<file path="config.mk">
export PLATFORM = sky130hd
export DESIGN_NAME = act_writeback
export DESIGN_NICKNAME = d
export VERILOG_FILES = /design/src/rtl/act_writeback.sv
export SDC_FILE = /design/constraint.sdc
export NUM_CORES = 1
export LEC_CHECK = 0
export CAP_MARGIN = 25
export CORE_ASPECT_RATIO = 0.8
export CORE_UTILIZATION = 52
export DETAILED_ROUTE_END_ITERATION = 10
export PLACE_DENSITY = 0.79
export SYNTH_ARGS = -nofsm -noshare
export SYNTH_HDL_FRONTEND = slang
export SYNTH_SLANG_ARGS = --single-unit
</file>
<file path="constraint.sdc">
create_clock -name clk -period 15.4 [get_ports clk]
set_input_delay 2.31 -clock clk [delete_from_list [all_inputs] [get_ports clk]]
set_output_delay 2.31 -clock clk [all_outputs]
set_load 0.03 [all_outputs]
</file>
<file path="src/rtl/act_writeback.sv">
// Activation and writeback stage: applies pass/ReLU/leaky-shift per int8 lane, buffers rows
// in a show-ahead FIFO toward the output writer and pulses done once a full tile has drained.
module act_writeback #(
  parameter int unsigned LANES  = 8,
  parameter int unsigned DATA_W = 8,
  parameter int unsigned DEPTH  = 4,
  parameter int unsigned ROWS   = 8
) (
  input  logic                       clk,
  input  logic                       rst,
  input  logic                       start,
  input  logic [1:0]                 act_mode,
  input  logic [2:0]                 leaky_shift,
  input  logic [LANES*DATA_W-1:0]    bias_output,
  input  logic                       in_valid,
  output logic                       in_ready,
  output logic [LANES*DATA_W-1:0]    out_data,
  output logic                       out_valid,
  input  logic                       out_ready,
  output logic [$clog2(ROWS+1)-1:0]  row_count,
  output logic                       busy,
  output logic                       done
);

  localparam int unsigned RowW = LANES * DATA_W;
  localparam int unsigned PtrW = $clog2(DEPTH);
  localparam int unsigned CntW = $clog2(DEPTH + 1);
  localparam int unsigned RcW  = $clog2(ROWS + 1);

  localparam logic [1:0] StIdle  = 2'd0;
  localparam logic [1:0] StRun   = 2'd1;
  localparam logic [1:0] StDrain = 2'd2;
  localparam logic [1:0] StDone  = 2'd3;

  logic [1:0]      state_q, state_d;
  logic [1:0]      mode_q, mode_d;
  logic [2:0]      shift_q, shift_d;
  logic [RcW-1:0]  row_q, row_d;

  logic [RowW-1:0] mem_q [DEPTH];
  logic [PtrW-1:0] wr_ptr_q, rd_ptr_q;
  logic [CntW-1:0] count_q, count_d;

  logic            full;
  logic            push;
  logic            pop;
  logic [RowW-1:0] act_row;

  assign full      = (count_q == CntW'(DEPTH));
  assign out_valid = (count_q != '0);
  assign in_ready  = (state_q == StRun) && !full;
  assign push      = in_valid && in_ready;
  assign pop       = out_valid && out_ready;
  assign out_data  = mem_q[rd_ptr_q];
  assign row_count = row_q;
  assign busy      = (state_q != StIdle);
  assign done      = (state_q == StDone);

  // Per-lane activation on the incoming row; only negatives are altered.
  always_comb begin
    logic signed [DATA_W-1:0] lane;
    act_row = '0;
    lane    = '0;
    for (int i = 0; i < LANES; i++) begin
      lane = bias_output[i*DATA_W +: DATA_W];
      case (mode_q)
        2'd1:    act_row[i*DATA_W +: DATA_W] = lane[DATA_W-1] ? '0 : lane;
        2'd2:    act_row[i*DATA_W +: DATA_W] = lane[DATA_W-1] ? (lane >>> shift_q) : lane;
        default: act_row[i*DATA_W +: DATA_W] = lane;
      endcase
    end
  end

  always_comb begin
    count_d = count_q;
    if (push && !pop) begin
      count_d = count_q + 1'b1;
    end else if (!push && pop) begin
      count_d = count_q - 1'b1;
    end
  end

  always_comb begin
    state_d = state_q;
    mode_d  = mode_q;
    shift_d = shift_q;
    row_d   = row_q;
    case (state_q)
      StIdle: begin
        if (start) begin
          mode_d  = act_mode;
          shift_d = leaky_shift;
          row_d   = '0;
          state_d = StRun;
        end
      end
      StRun: begin
        if (push) begin
          row_d = row_q + 1'b1;
          if ((row_q + 1'b1) == RcW'(ROWS)) begin
            state_d = StDrain;
          end
        end
      end
      // count_d already reflects a pop in this cycle, so the last pop exits directly.
      StDrain: begin
        if (count_d == '0) begin
          state_d = StDone;
        end
      end
      default: state_d = StIdle;
    endcase
  end

  always_ff @(posedge clk or posedge rst) begin
    if (rst) begin
      state_q <= StIdle;
      mode_q  <= '0;
      shift_q <= '0;
      row_q   <= '0;
    end else begin
      state_q <= state_d;
      mode_q  <= mode_d;
      shift_q <= shift_d;
      row_q   <= row_d;
    end
  end

  // Storage is cleared on reset so out_data reads zero out of reset.
  always_ff @(posedge clk or posedge rst) begin
    if (rst) begin
      for (int i = 0; i < DEPTH; i++) begin
        mem_q[i] <= '0;
      end
      wr_ptr_q <= '0;
      rd_ptr_q <= '0;
      count_q  <= '0;
    end else begin
      if (push) begin
        mem_q[wr_ptr_q] <= act_row;
        wr_ptr_q        <= wr_ptr_q + 1'b1;
      end
      if (pop) begin
        rd_ptr_q <= rd_ptr_q + 1'b1;
      end
      count_q <= count_d;
    end
  end

endmodule

</file>
==> results of run 1 <==
==> worst paths after layout <==
check | start | endpoint | slack (ns)
setup / recovery | rd_ptr_q[0] | out_data[50] | 9.66
hold reg to reg | mem_q[85] | mem_q[85] | 0.47
setup reg to reg | state_q[1] | mem_q[6] | 12.21
hold / removal | mem_q[85] | mem_q[85] | 0.47
min in group asynchronous | rst | mem_q[131] | 2.29
max in group asynchronous | rst | mem_q[158] | 11.25
==> cell type report <==
class,instances,area [um2]
antenna,1,2.50
clock inverter,10,156
clock buffer,38,787
timing repair buffer,160,1620
multi-input combinational,809,6810
fill,2006,9710
inverter,14,60.1
tap,357,447
sequential,274,6870
==> synthesized netlist by cell type (all sizes together), types with 2 or more instances <==
library cell  number  area [um2]
a21oi             28         166
mux2             117        1340
nor2              50         188
buf               53         309
xnor2              5        43.8
nor2b              5        31.3
mux4             105        2360
nand3              3        15.0
o21bai             9        67.6
nor3               2        15.0
nand2            199         749
dfrtp            274        6860
o2111ai            2        17.5
inv               14        52.6
o211ai             2        15.0
and2              11        68.8
o21ai            205        1030
ha                15         188
o221a              9         101
clkbuf            27         103
a2bb2oi            8        70.1
mux2i             18         180
==> power groups by stage <==
stage,clock network (mW),logic [mW],registers (mW)
2_1_floorplan,0,1.42,1.15
3_3_place_gp,0,1.83,1.27
3_5_place_dp,0,1.88,1.29
4_1_cts,0.707,1.90,1.29
5_1_grt,0.736,2.04,1.33
6_report,0.696,1.90,1.29
==> kinds of logic after synthesis <==
family	Yosys count	share of synthesized area, %
AO/OA/AOI/OAI	272	11.0
AND/OR/NAND/NOR	277	7.91
multiplexers	240	27.6
XOR/XNOR	5	0.310
flip-flops	274	48.6
buffers and inverters	94	3.29
adder cells (fa/ha/maj)	15	1.33
==> cell usage in the layout, fill, tap and decap left out, types with 2 or more instances in the layout <==
cell type	Yosys	final
sky130_fd_sc_hd__mux2_4	7	7
sky130_fd_sc_hd__mux2i_1	18	18
sky130_fd_sc_hd__buf_4	3	10
sky130_fd_sc_hd__clkbuf_16	0	27
sky130_fd_sc_hd__clkbuf_8	0	7
sky130_fd_sc_hd__nand2_4	0	4
sky130_fd_sc_hd__clkbuf_1	26	4
sky130_fd_sc_hd__buf_12	0	4
sky130_fd_sc_hd__o21bai_1	9	9
sky130_fd_sc_hd__clkdlybuf4s50_1	0	145
sky130_fd_sc_hd__mux2_2	106	106
sky130_fd_sc_hd__dfrtp_2	0	3
sky130_fd_sc_hd__a21oi_1	21	21
sky130_fd_sc_hd__inv_1	14	13
sky130_fd_sc_hd__o2111ai_1	2	2
sky130_fd_sc_hd__o221a_2	9	9
sky130_fd_sc_hd__a2bb2oi_1	8	8
sky130_fd_sc_hd__dfrtp_4	0	2
sky130_fd_sc_hd__mux4_2	105	105
sky130_fd_sc_hd__and2_1	11	11
sky130_fd_sc_hd__xnor2_1	5	5
sky130_fd_sc_hd__mux2_1	4	4
sky130_fd_sc_hd__nand2_1	198	195
sky130_fd_sc_hd__o211ai_1	2	2
sky130_fd_sc_hd__nand3_1	3	3
sky130_fd_sc_hd__ha_1	15	15
sky130_fd_sc_hd__o21ai_0	162	162
sky130_fd_sc_hd__clkinv_2	0	4
sky130_fd_sc_hd__bufinv_16	0	4
sky130_fd_sc_hd__nor2b_1	5	5
sky130_fd_sc_hd__o21ai_1	43	43
sky130_fd_sc_hd__nor2_1	50	50
sky130_fd_sc_hd__a21oi_2	7	7
sky130_fd_sc_hd__dfrtp_1	274	269
==> metal layers <==
metal  up-vias  GRT usage [%]
li1       4493              -
met1      5077           36.7
met2       336           40.7
met3        48           6.84
met4         2           6.31
met5         -              0
==> worst reg2reg max path: cells and delay by family (launching register included) <==
| family | cells | cell delay, ns |
|---|---|---|
| simple gates | 2 | 1.07 |
| buf+inv | 2 | 0.61 |
| flops | 1 | 0.44 |
| mux | 1 | 0.42 |
| compound gates | 1 | 0.28 |
| fa+ha+maj | 1 | 0.24 |
==> sequential cells by signal (all words and copies together) (netlist names) <==
signal / cells
shift_q: 3
mode_q: 2
state_q: 2
row_count: 4
mem_q: 256
count_q: 3
wr_ptr_q: 2
rd_ptr_q: 2
==> impl_results.md, run 1 <==
- Outcome: finished clean
- Length in cells of the worst reg-to-reg path: 7
- Final non-filler cell area: 16,800 um2
- Headroom to the max-slew limit: 28.4%
- Fraction of power spent switching nets: 39.9%
- Placed cells: 1,611
- H-tree lvl count: 1
- Number of global-route vias before repair: 10,286
- Height of the die: 149 um
- Amount of wire on met2 after detailed routing: 16,400 um
- Area added between synthesis and finish: 18.8%
- Later-pin clock latency in the skew report: 0.53 ns
- Longest individual stage delay on the worst path: 0.81 ns
- Via count normalized by instance count: 5.99
- Final std cells w/o fill: 1,663
- Net load switching power: 1.55 mW
- Share of power burned in the clock network: 18.0%
- Ys async rst share: 100%
- Critical Setup Path Class: flop to output pin
- Number of remaining DRC errors: 0
- Total number of placement rows: 53
- Length of routed wiring on met1: 15,100 um
- Number of synthesized flops with an enable pin: 0
- Final core utilization: 63.3%
- Synth Register Bits: 274
- Post-CTS setup buffer count: 0
- Number of unique standard cell types used by synthesis: 48
- Final worst path period share: 37.2%
- Total Routing Usage GR: 26.1%
- Detailed placer's ending HPWL: 22,500 um
- Net count reported at finish: 1,375
- Maximum Capacitance Violations: 0
- Full die area: 27,800 um2
- Die extent in x: 186 um
- TritonCTS clock tree: yes
- Internal: 2.33 mW
- Number of warnings printed during yosys synthesis: 0
- Worst slack at placement: 9.90 ns
- Critical-path cell list: buf_4 -> mux4_2 -> clkdlybuf4s50_1
- Max layer used: met5
- Quantity of gates resized following cts: 0
- Commonest register cell after synthesis: sky130_fd_sc_hd__dfrtp_1
- Max Clock Skew: 0.0154 ns
- Mean post-synth cell area: 12.0 um2
- Final setup fails: 0
- Starting DRC count in detailed routing: 649
- Worst hold path stage count: 2
- Placeable Area: 26,500 um2
- Actual transition at the worst max-transition pin: 1.07 ns
- Routed WL per cell: 21.0 um
- Final Hold Slack: 0.474 ns
- TritonRoute pass-1 iters: 5
- Port-buffer cells: 145
- Vias: 9,956
- Ratio of cells with drive above 1 in the final layout: 23.6%
- DP Area: 15,800 um2
- Wire length of the first global-routing pass: 56,000 um
- Starting density of the core: 53.3%
- Sum of buffers and inverters on the critical path: 2
- Cell chosen for the clock root: sky130_fd_sc_hd__clkbuf_16
- Buffer levels on the longest clock path: 3
- Path length in cells of the critical path: 3
- Final GP Congestion: 0.830
- Largest vdd supply drop: 0.000131 V
- Post-synthesis net count: 1,266
- Startpoint Class: flop
- Slowest library cell on the worst path: sky130_fd_sc_hd__dfrtp_4
- Post-route minimum period: 5.74 ns
- Final setup slack of the worst path: 9.66 ns
- Met3 layer wire length in the routed design: 2720 um
- Required time of the worst setup path: 13.09 ns
- Number of sinks on the clock net: 274
- Worst hold path class: flop to flop
- TritonCTS Buffers: 27
- Cell family with most CP delay: buffers and inverters
- Arrival @ worst endpoint: 3.43 ns
- Initial antenna violation count: 4
- Number of slew-limit violations in the final report: 0
- Remaining number of nets flagged by the antenna check after routing: 0
- Combinational Power Share: 48.9%
- # hold bufs at CTS: 0
- Remaining global-route overflow: 0
- Post-synthesis sequential area ratio: 48.6%
- I/O pin cnt: 146
- Power per cell area: 232 nW/um2
- Crit path max fanout: 40
- Highest clock rate: 0.174 GHz
- Final-report hold violation count: 0
- Design Power: 3.88 mW
- Synthesized netlist cell count: 1,177
- Combined area of all synthesized cells: 14,100 um2
- Crit. End Element: output pin
- Maximum number of pins on one net before global-route repair: 118
- Sequential cell fraction of total power: 33.2%
- Pleak: 7.32 nW
- Final total negative setup slack: 0 ns
- RSZ-0062 raised after global routing: false
- Post-detailed-routing wire length: 34,800 um
- Clk pin slew, worst setup/hold paths: 0.06 ns
Note: power is estimated with default switching activity, not from simulation.
==> inputs of run 2 (changes only) <==
Clock period 15.4 ns to 5.88 ns, I/O delays scaled along.
==> run 2 against run 1 <==
Compared with the run above: clock skew grew 0.0033 ns; global-route usage fell by 0.20 points; sequential cell count stayed put; via count grew 0.89%; sequential share of layout area is 0.11 points higher; critical path depth is 1 higher; cell count stayed put; highest routed layer unchanged.
==> impl_results.md, run 2 (synthesized netlist as in run 1, its figures left out) <==
- Final total negative setup slack: 0 ns (unchanged)
- Highest clock rate: 0.249 GHz
- Pleak: 7.29 nW (-0.41%)
- Port-buffer cells: 145 (unchanged)
- Vias: 10,045 (+0.89%)
- Worst slack at placement: 2.15 ns (-7.75 ns)
- Final setup fails: 0 (unchanged)
- Number of remaining DRC errors: 0 (unchanged)
- RSZ-0062 raised after global routing: false
- Via count normalized by instance count: 6.04 (+0.89%)
- Height of the die: 149 um (unchanged)
- Headroom to the max-slew limit: 29.6% (+1.2 points)
- Full die area: 27,800 um2 (unchanged)
- Total Routing Usage GR: 25.9% (-0.20 points)
- Ratio of cells with drive above 1 in the final layout: 23.2% (-0.40 points)
- Number of slew-limit violations in the final report: 0 (unchanged)
- Area added between synthesis and finish: 18.4%
- Most flops, register: mem_q
- Actual transition at the worst max-transition pin: 1.06 ns (-0.0139 ns)
- Final std cells w/o fill: 1,663 (unchanged)
- Remaining global-route overflow: 0 (unchanged)
- Maximum number of pins on one net before global-route repair: 151 (+28%)
- Crit path max fanout: 28 (-30%)
- # hold bufs at CTS: 0 (unchanged)
- Die extent in x: 186 um (unchanged)
- Net count reported at finish: 1,375 (unchanged)
- Worst hold path class: flop to flop
- Critical-path cell list: buf_16 -> buf_4 -> mux4_2 -> clkdlybuf4s50_1
- H-tree lvl count: 1 (unchanged)
- Required time of the worst setup path: 5.00 ns (-8.09 ns)
- Final-report hold violation count: 0 (unchanged)
- Outcome: finished clean
- Post-CTS setup buffer count: 0 (unchanged)
- Final setup slack of the worst path: 1.86 ns (-7.80 ns)
- Number of sinks on the clock net: 274 (unchanged)
- N_diodes: 0 (-1)
- TritonCTS Buffers: 27 (unchanged)
- Final worst path period share: 68.4%
- Crit. End Element: output pin
- Busiest layer in global routing: met2
- Detailed placer's ending HPWL: 22,400 um (-0.51%)
- Initial antenna violation count: 1 (-3)
- Arrival @ worst endpoint: 3.14 ns (-0.29 ns)
- Total number of placement rows: 53 (unchanged)
- Maximum Capacitance Violations: 0 (unchanged)
- DP Area: 15,700 um2 (-0.15%)
- Startpoint of the worst register-to-register path: state_q[1]
- Cell chosen for the clock root: sky130_fd_sc_hd__clkbuf_16
- Quantity of gates resized following cts: 0 (unchanged)
- Wire length of the first global-routing pass: 55,600 um (-0.74%)
- Placeable Area: 26,500 um2 (unchanged)
- Slowest library cell on the worst path: sky130_fd_sc_hd__dfrtp_4
- Worst setup path endpoint: out_data[18]
- Most frequent standard cell in the layout excluding fill and tap cells: sky130_fd_sc_hd__dfrtp_1
- Number of flip-flops under the largest register name: 256 (unchanged)
- Remaining number of nets flagged by the antenna check after routing: 0 (unchanged)
- Slack of the worst reg-to-reg path: 2.75 ns (-9.46 ns)
- Startpoint Class: flop
- Starting density of the core: 53.3% (unchanged)
- Met1 track utilization from global routing: 38.0% (+1.2 points)
- Placed cells: 1,610 (-0.062%)
- TritonRoute pass-1 iters: 5 (unchanged)
- Routed WL per cell: 20.8 um (-0.55%)
- Longest individual stage delay on the worst path: 0.70 ns (-0.11 ns)
- Largest vdd supply drop: 0.000332 V (+150%)
- Final core utilization: 63.1% (-0.17 points)
- Later-pin clock latency in the skew report: 0.53 ns (about the same)
- Met3 track utilization from global routing: 5.08% (-1.8 points)
- Final non-filler cell area: 16,700 um2 (-0.28%)
- Fillers: 1,987 (-0.95%)
- Buffer levels on the longest clock path: 3 (unchanged)
- I/O pin cnt: 146 (unchanged)
- Post-route minimum period: 4.02 ns
- Power per cell area: 604 nW/um2 (+160%)
- Clk pin slew, worst setup/hold paths: 0.06 ns (about the same)
- R2r endpoint: mem_q[30]
- Number of global-route vias before repair: 10,148 (-1.3%)
- Starting DRC count in detailed routing: 763 (+18%)
- Startpoint of the most critical setup path: rd_ptr_q[0]
- Max Clock Skew: 0.0187 ns (+0.00328 ns)
- TritonCTS clock tree: yes
- Grt met2 use: 40.5% (-0.22 points)
- Post-detailed-routing wire length: 34,700 um (-0.55%)
- Critical Setup Path Class: flop to output pin
- Most frequent cells in the layout: 269 x sky130_fd_sc_hd__dfrtp_1, 195 x sky130_fd_sc_hd__nand2_1, 162 x sky130_fd_sc_hd__o21ai_0
- Final GP Congestion: 0.831 (about the same)
- Length in cells of the worst reg-to-reg path: 7 (unchanged)
[run 2: metrics by stage]
stage	hold WS, ns	power, mW
final	0.477	10.1
after global routing	0.499	10.7
after CTS	0.480	10.1
after detailed placement	0.466	8.31
after global placement	0.457	8.13
after floorplan	0.445	6.74
[run 2: area by class of cell]
class / instances / area, um2 / area share, %
sequential: 274 / 6870 / 41.1
multi-input combinational: 809 / 6810 / 40.8
timing repair buffer: 160 / 1630 / 9.77
clock buffer: 44 / 810 / 4.85
tap: 357 / 447 / 2.67
clock inverter: 5 / 78.8 / 0.472
inverter: 14 / 56.3 / 0.337
[run 2: per-layer routing]
metal / routed length (um) / vias up
met2: 16300 / 356
li1: - / 4512
met3: 2510 / 50
met5: 13 / -
met1: 15300 / 5125
met4: 575 / 2
[run 2: worst min path at each step]
stage               startpoint    endpoint  cells after the start
finish              mem_q[103]  mem_q[103]                      2
global route        mem_q[100]  mem_q[100]                      2
CTS                  mem_q[68]   mem_q[68]                      2
detailed placement   mem_q[68]   mem_q[68]                      2
global placement     mem_q[53]   mem_q[53]                      2
floorplan           mem_q[100]  mem_q[100]                      2
[run 2: worst max-delay path, delay by kind of cell (launching register included)]
kind / cells / cell delay, ns
buffers and inverters: 3 / 1.31
flip-flops: 1 / 0.70
multiplexers: 1 / 0.58
[run 2: where the power goes]
group	switching [mW]	internal, mW	leakage (nW)
Combinational	2.64	2.35	3.27
Sequential	0.696	2.69	3.59
Clock	0.702	1.02	0.435
Total	4.04	6.06	7.29
==> inputs of run 3 (changes only) <==
Clock period 5.88 ns to 3.9 ns, I/O delays scaled along.
==> run 3 against run 2 <==
Compared with the run above: total power is 51% higher; first-iteration DRC count fell by 3.8%; worst setup slack worse by 1.4 ns; die area stayed put; clock power up 47%; critical path depth down 1; sequential cell count did not move; combinational power increased by 53%; global-route usage fell by 0.28 points; critical path type unchanged; critical endpoint is now out_data[58].
==> impl_results.md, run 3 (synthesized netlist as in run 1, its figures left out) <==
- Most frequent standard cell in the layout excluding fill and tap cells: sky130_fd_sc_hd__dfrtp_1
- Placed cells: 1,623 (+0.81%)
- Power per cell area: 907 nW/um2 (+50%)
- Number of slew-limit violations in the final report: 0 (unchanged)
- Number of sinks on the clock net: 274 (unchanged)
- Number of remaining DRC errors: 0 (unchanged)
- Cell chosen for the clock root: sky130_fd_sc_hd__clkbuf_16
- Vias: 10,020 (-0.25%)
- Later-pin clock latency in the skew report: 0.54 ns (about the same)
- Post-CTS setup buffer count: 0 (unchanged)
- Amount of wire on met2 after detailed routing: 16,300 um (+0.32%)
- I/O pin cnt: 146 (unchanged)
- Number of global-route vias before repair: 10,024 (-1.2%)
- Startpoint Class: flop
- Detailed placer's ending HPWL: 23,000 um (+2.6%)
- Worst setup path endpoint: out_data[58]
- Post-route minimum period: 3.48 ns
- Full die area: 27,800 um2 (unchanged)
- Worst hold path class: flop to flop
- TritonCTS clock tree: yes
- Pleak: 7.35 nW (+0.81%)
- Met3 layer wire length in the routed design: 2320 um (-7.6%)
- Maximum number of pins on one net before global-route repair: 65 (-57%)
- Final setup slack of the worst path: 0.419 ns (-1.44 ns)
- Final std cells w/o fill: 1,671 (+0.48%)
- Most flops, register: mem_q
- Routed WL per cell: 20.7 um (-0.52%)
- Crit. End Element: output pin
- Height of the die: 149 um (unchanged)
- Worst slack at placement: 0.905 ns (-1.25 ns)
- Remaining global-route overflow: 0 (unchanged)
- Crit path max fanout: 22 (-21%)
- # hold bufs at CTS: 0 (unchanged)
- TritonRoute pass-1 iters: 6 (+1)
- Outcome: finished clean
- Via count normalized by instance count: 6.00 (-0.73%)
- Critical Setup Path Class: flop to output pin
- Post-detailed-routing wire length: 34,600 um (about the same)
- Total Routing Usage GR: 25.6% (-0.28 points)
- Remaining number of nets flagged by the antenna check after routing: 0 (unchanged)
- Most frequent cells in the layout: 269 x sky130_fd_sc_hd__dfrtp_1, 195 x sky130_fd_sc_hd__nand2_1, 162 x sky130_fd_sc_hd__o21ai_0
- Largest vdd supply drop: 0.000647 V (+95%)
- Port-buffer cells: 145 (unchanged)
- H-tree lvl count: 1 (unchanged)
- Net count reported at finish: 1,384 (+0.65%)
- Starting density of the core: 53.3% (unchanged)
- Total number of placement rows: 53 (unchanged)
- Placeable Area: 26,500 um2 (unchanged)
- RSZ-0062 raised after global routing: false
- Initial antenna violation count: 0 (-1)
- Headroom to the max-slew limit: 31.8% (+2.2 points)
- Die extent in x: 186 um (unchanged)
- Highest clock rate: 0.287 GHz
- Actual transition at the worst max-transition pin: 1.02 ns (-0.0381 ns)
- Max layer used: met4
- Length of routed wiring on met1: 15,200 um (-0.36%)
- Slack of the worst reg-to-reg path: 0.91 ns (-1.84 ns)
- Number of flip-flops under the largest register name: 256 (unchanged)
- Final worst path period share: 89.3%
- Length in cells of the worst reg-to-reg path: 6 (-1)
- Final setup fails: 0 (unchanged)
- Final GP Congestion: 0.831 (about the same)
- Arrival @ worst endpoint: 2.90 ns (-0.24 ns)
- TritonCTS Buffers: 27 (unchanged)
- Startpoint of the most critical setup path: rd_ptr_q[0]
- Required time of the worst setup path: 3.31 ns (-1.69 ns)
- N_diodes: 0 (unchanged)
- Clk pin slew, worst setup/hold paths: 0.06 ns (about the same)
- R2r endpoint: mem_q[126]
- Quantity of gates resized following cts: 0 (unchanged)
- Ratio of cells with drive above 1 in the final layout: 23.8% (+0.62 points)
- Wire length of the first global-routing pass: 54,800 um (-1.5%)
- Starting DRC count in detailed routing: 734 (-3.8%)
- Buffer levels on the longest clock path: 3 (unchanged)
- Area added between synthesis and finish: 19.1%
- Fillers: 1,995 (+0.40%)
- Maximum Capacitance Violations: 0 (unchanged)
- Final-report hold violation count: 0 (unchanged)
- Startpoint of the worst register-to-register path: mode_q[0]
- Max Clock Skew: 0.0177 ns (-0.00101 ns)
[run 3: cell count changes in the layout (fill, tap and decap cells not counted)]
cell | before | now
sky130_fd_sc_hd__buf_12 | 2 | 9
sky130_fd_sc_hd__buf_16 | 2 | 0
sky130_fd_sc_hd__buf_4 | 10 | 15
sky130_fd_sc_hd__buf_6 | 1 | 0
sky130_fd_sc_hd__bufinv_16 | 2 | 1
sky130_fd_sc_hd__clkbuf_1 | 10 | 8
sky130_fd_sc_hd__clkbuf_8 | 7 | 8
sky130_fd_sc_hd__clkinv_2 | 2 | 3
[run 3: worst min-delay path by stage]
| stage | slack [ns] | to | from | depth (start not counted) |
|---|---|---|---|---|
| 6_report | 0.48 | mem_q[133] | mem_q[133] | 2 |
| 5_1_grt | 0.49 | mem_q[99] | mem_q[99] | 2 |
| 4_1_cts | 0.48 | mem_q[103] | mem_q[103] | 2 |
| 3_5_place_dp | 0.47 | mem_q[90] | mem_q[90] | 2 |
| 3_3_place_gp | 0.46 | mem_q[218] | mem_q[218] | 2 |
| 2_1_floorplan | 0.44 | mem_q[100] | mem_q[100] | 2 |
[run 3: metal layers]
metal  up-vias  global-route usage [%]
met4         0                    6.60
met1      5087                    37.4
li1       4520                       -
met5         -                       0
met3        56                    4.35
met2       357                    40.1
[run 3: worst max-delay path, cell delays in order (launching register included)]
cell	delay [ns]
sky130_fd_sc_hd__dfrtp_4	0.75
sky130_fd_sc_hd__buf_4	0.40
sky130_fd_sc_hd__mux4_2	0.58
sky130_fd_sc_hd__clkdlybuf4s50_1	0.62
[run 3: cell type report]
| class | count | area (um2) | share of cell area [%] |
|---|---|---|---|
| multi-input cells | 809 | 6810 | 40.6 |
| flip-flops and latches | 274 | 6870 | 40.9 |
| clock buffers | 43 | 816 | 4.86 |
| well taps | 357 | 447 | 2.66 |
| repair buffers | 169 | 1740 | 10.4 |
| clock inverters | 5 | 53.8 | 0.320 |
| inverters | 14 | 56.3 | 0.335 |
[run 3: power breakdown]
group | switching, mW | internal, mW
logic | 4.06 | 3.55
registers | 1.02 | 4.05
clock network | 1.06 | 1.49
total | 6.14 | 9.09
[run 3: metrics by stage]
stage	hold WS, ns	instance area (um2)	TNS [ns]	utilization [%]	power [mW]
final	0.477	16800	0	63.5	15.2
after global routing	0.491	16800	0	63.5	16.1
after CTS	0.480	16800	0	63.5	15.3
after detailed placement	0.466	15900	0	60.2	12.7
after global placement	0.456	15900	0	60.2	12.4
after floorplan	0.445	14100	-84.50	-	10.2
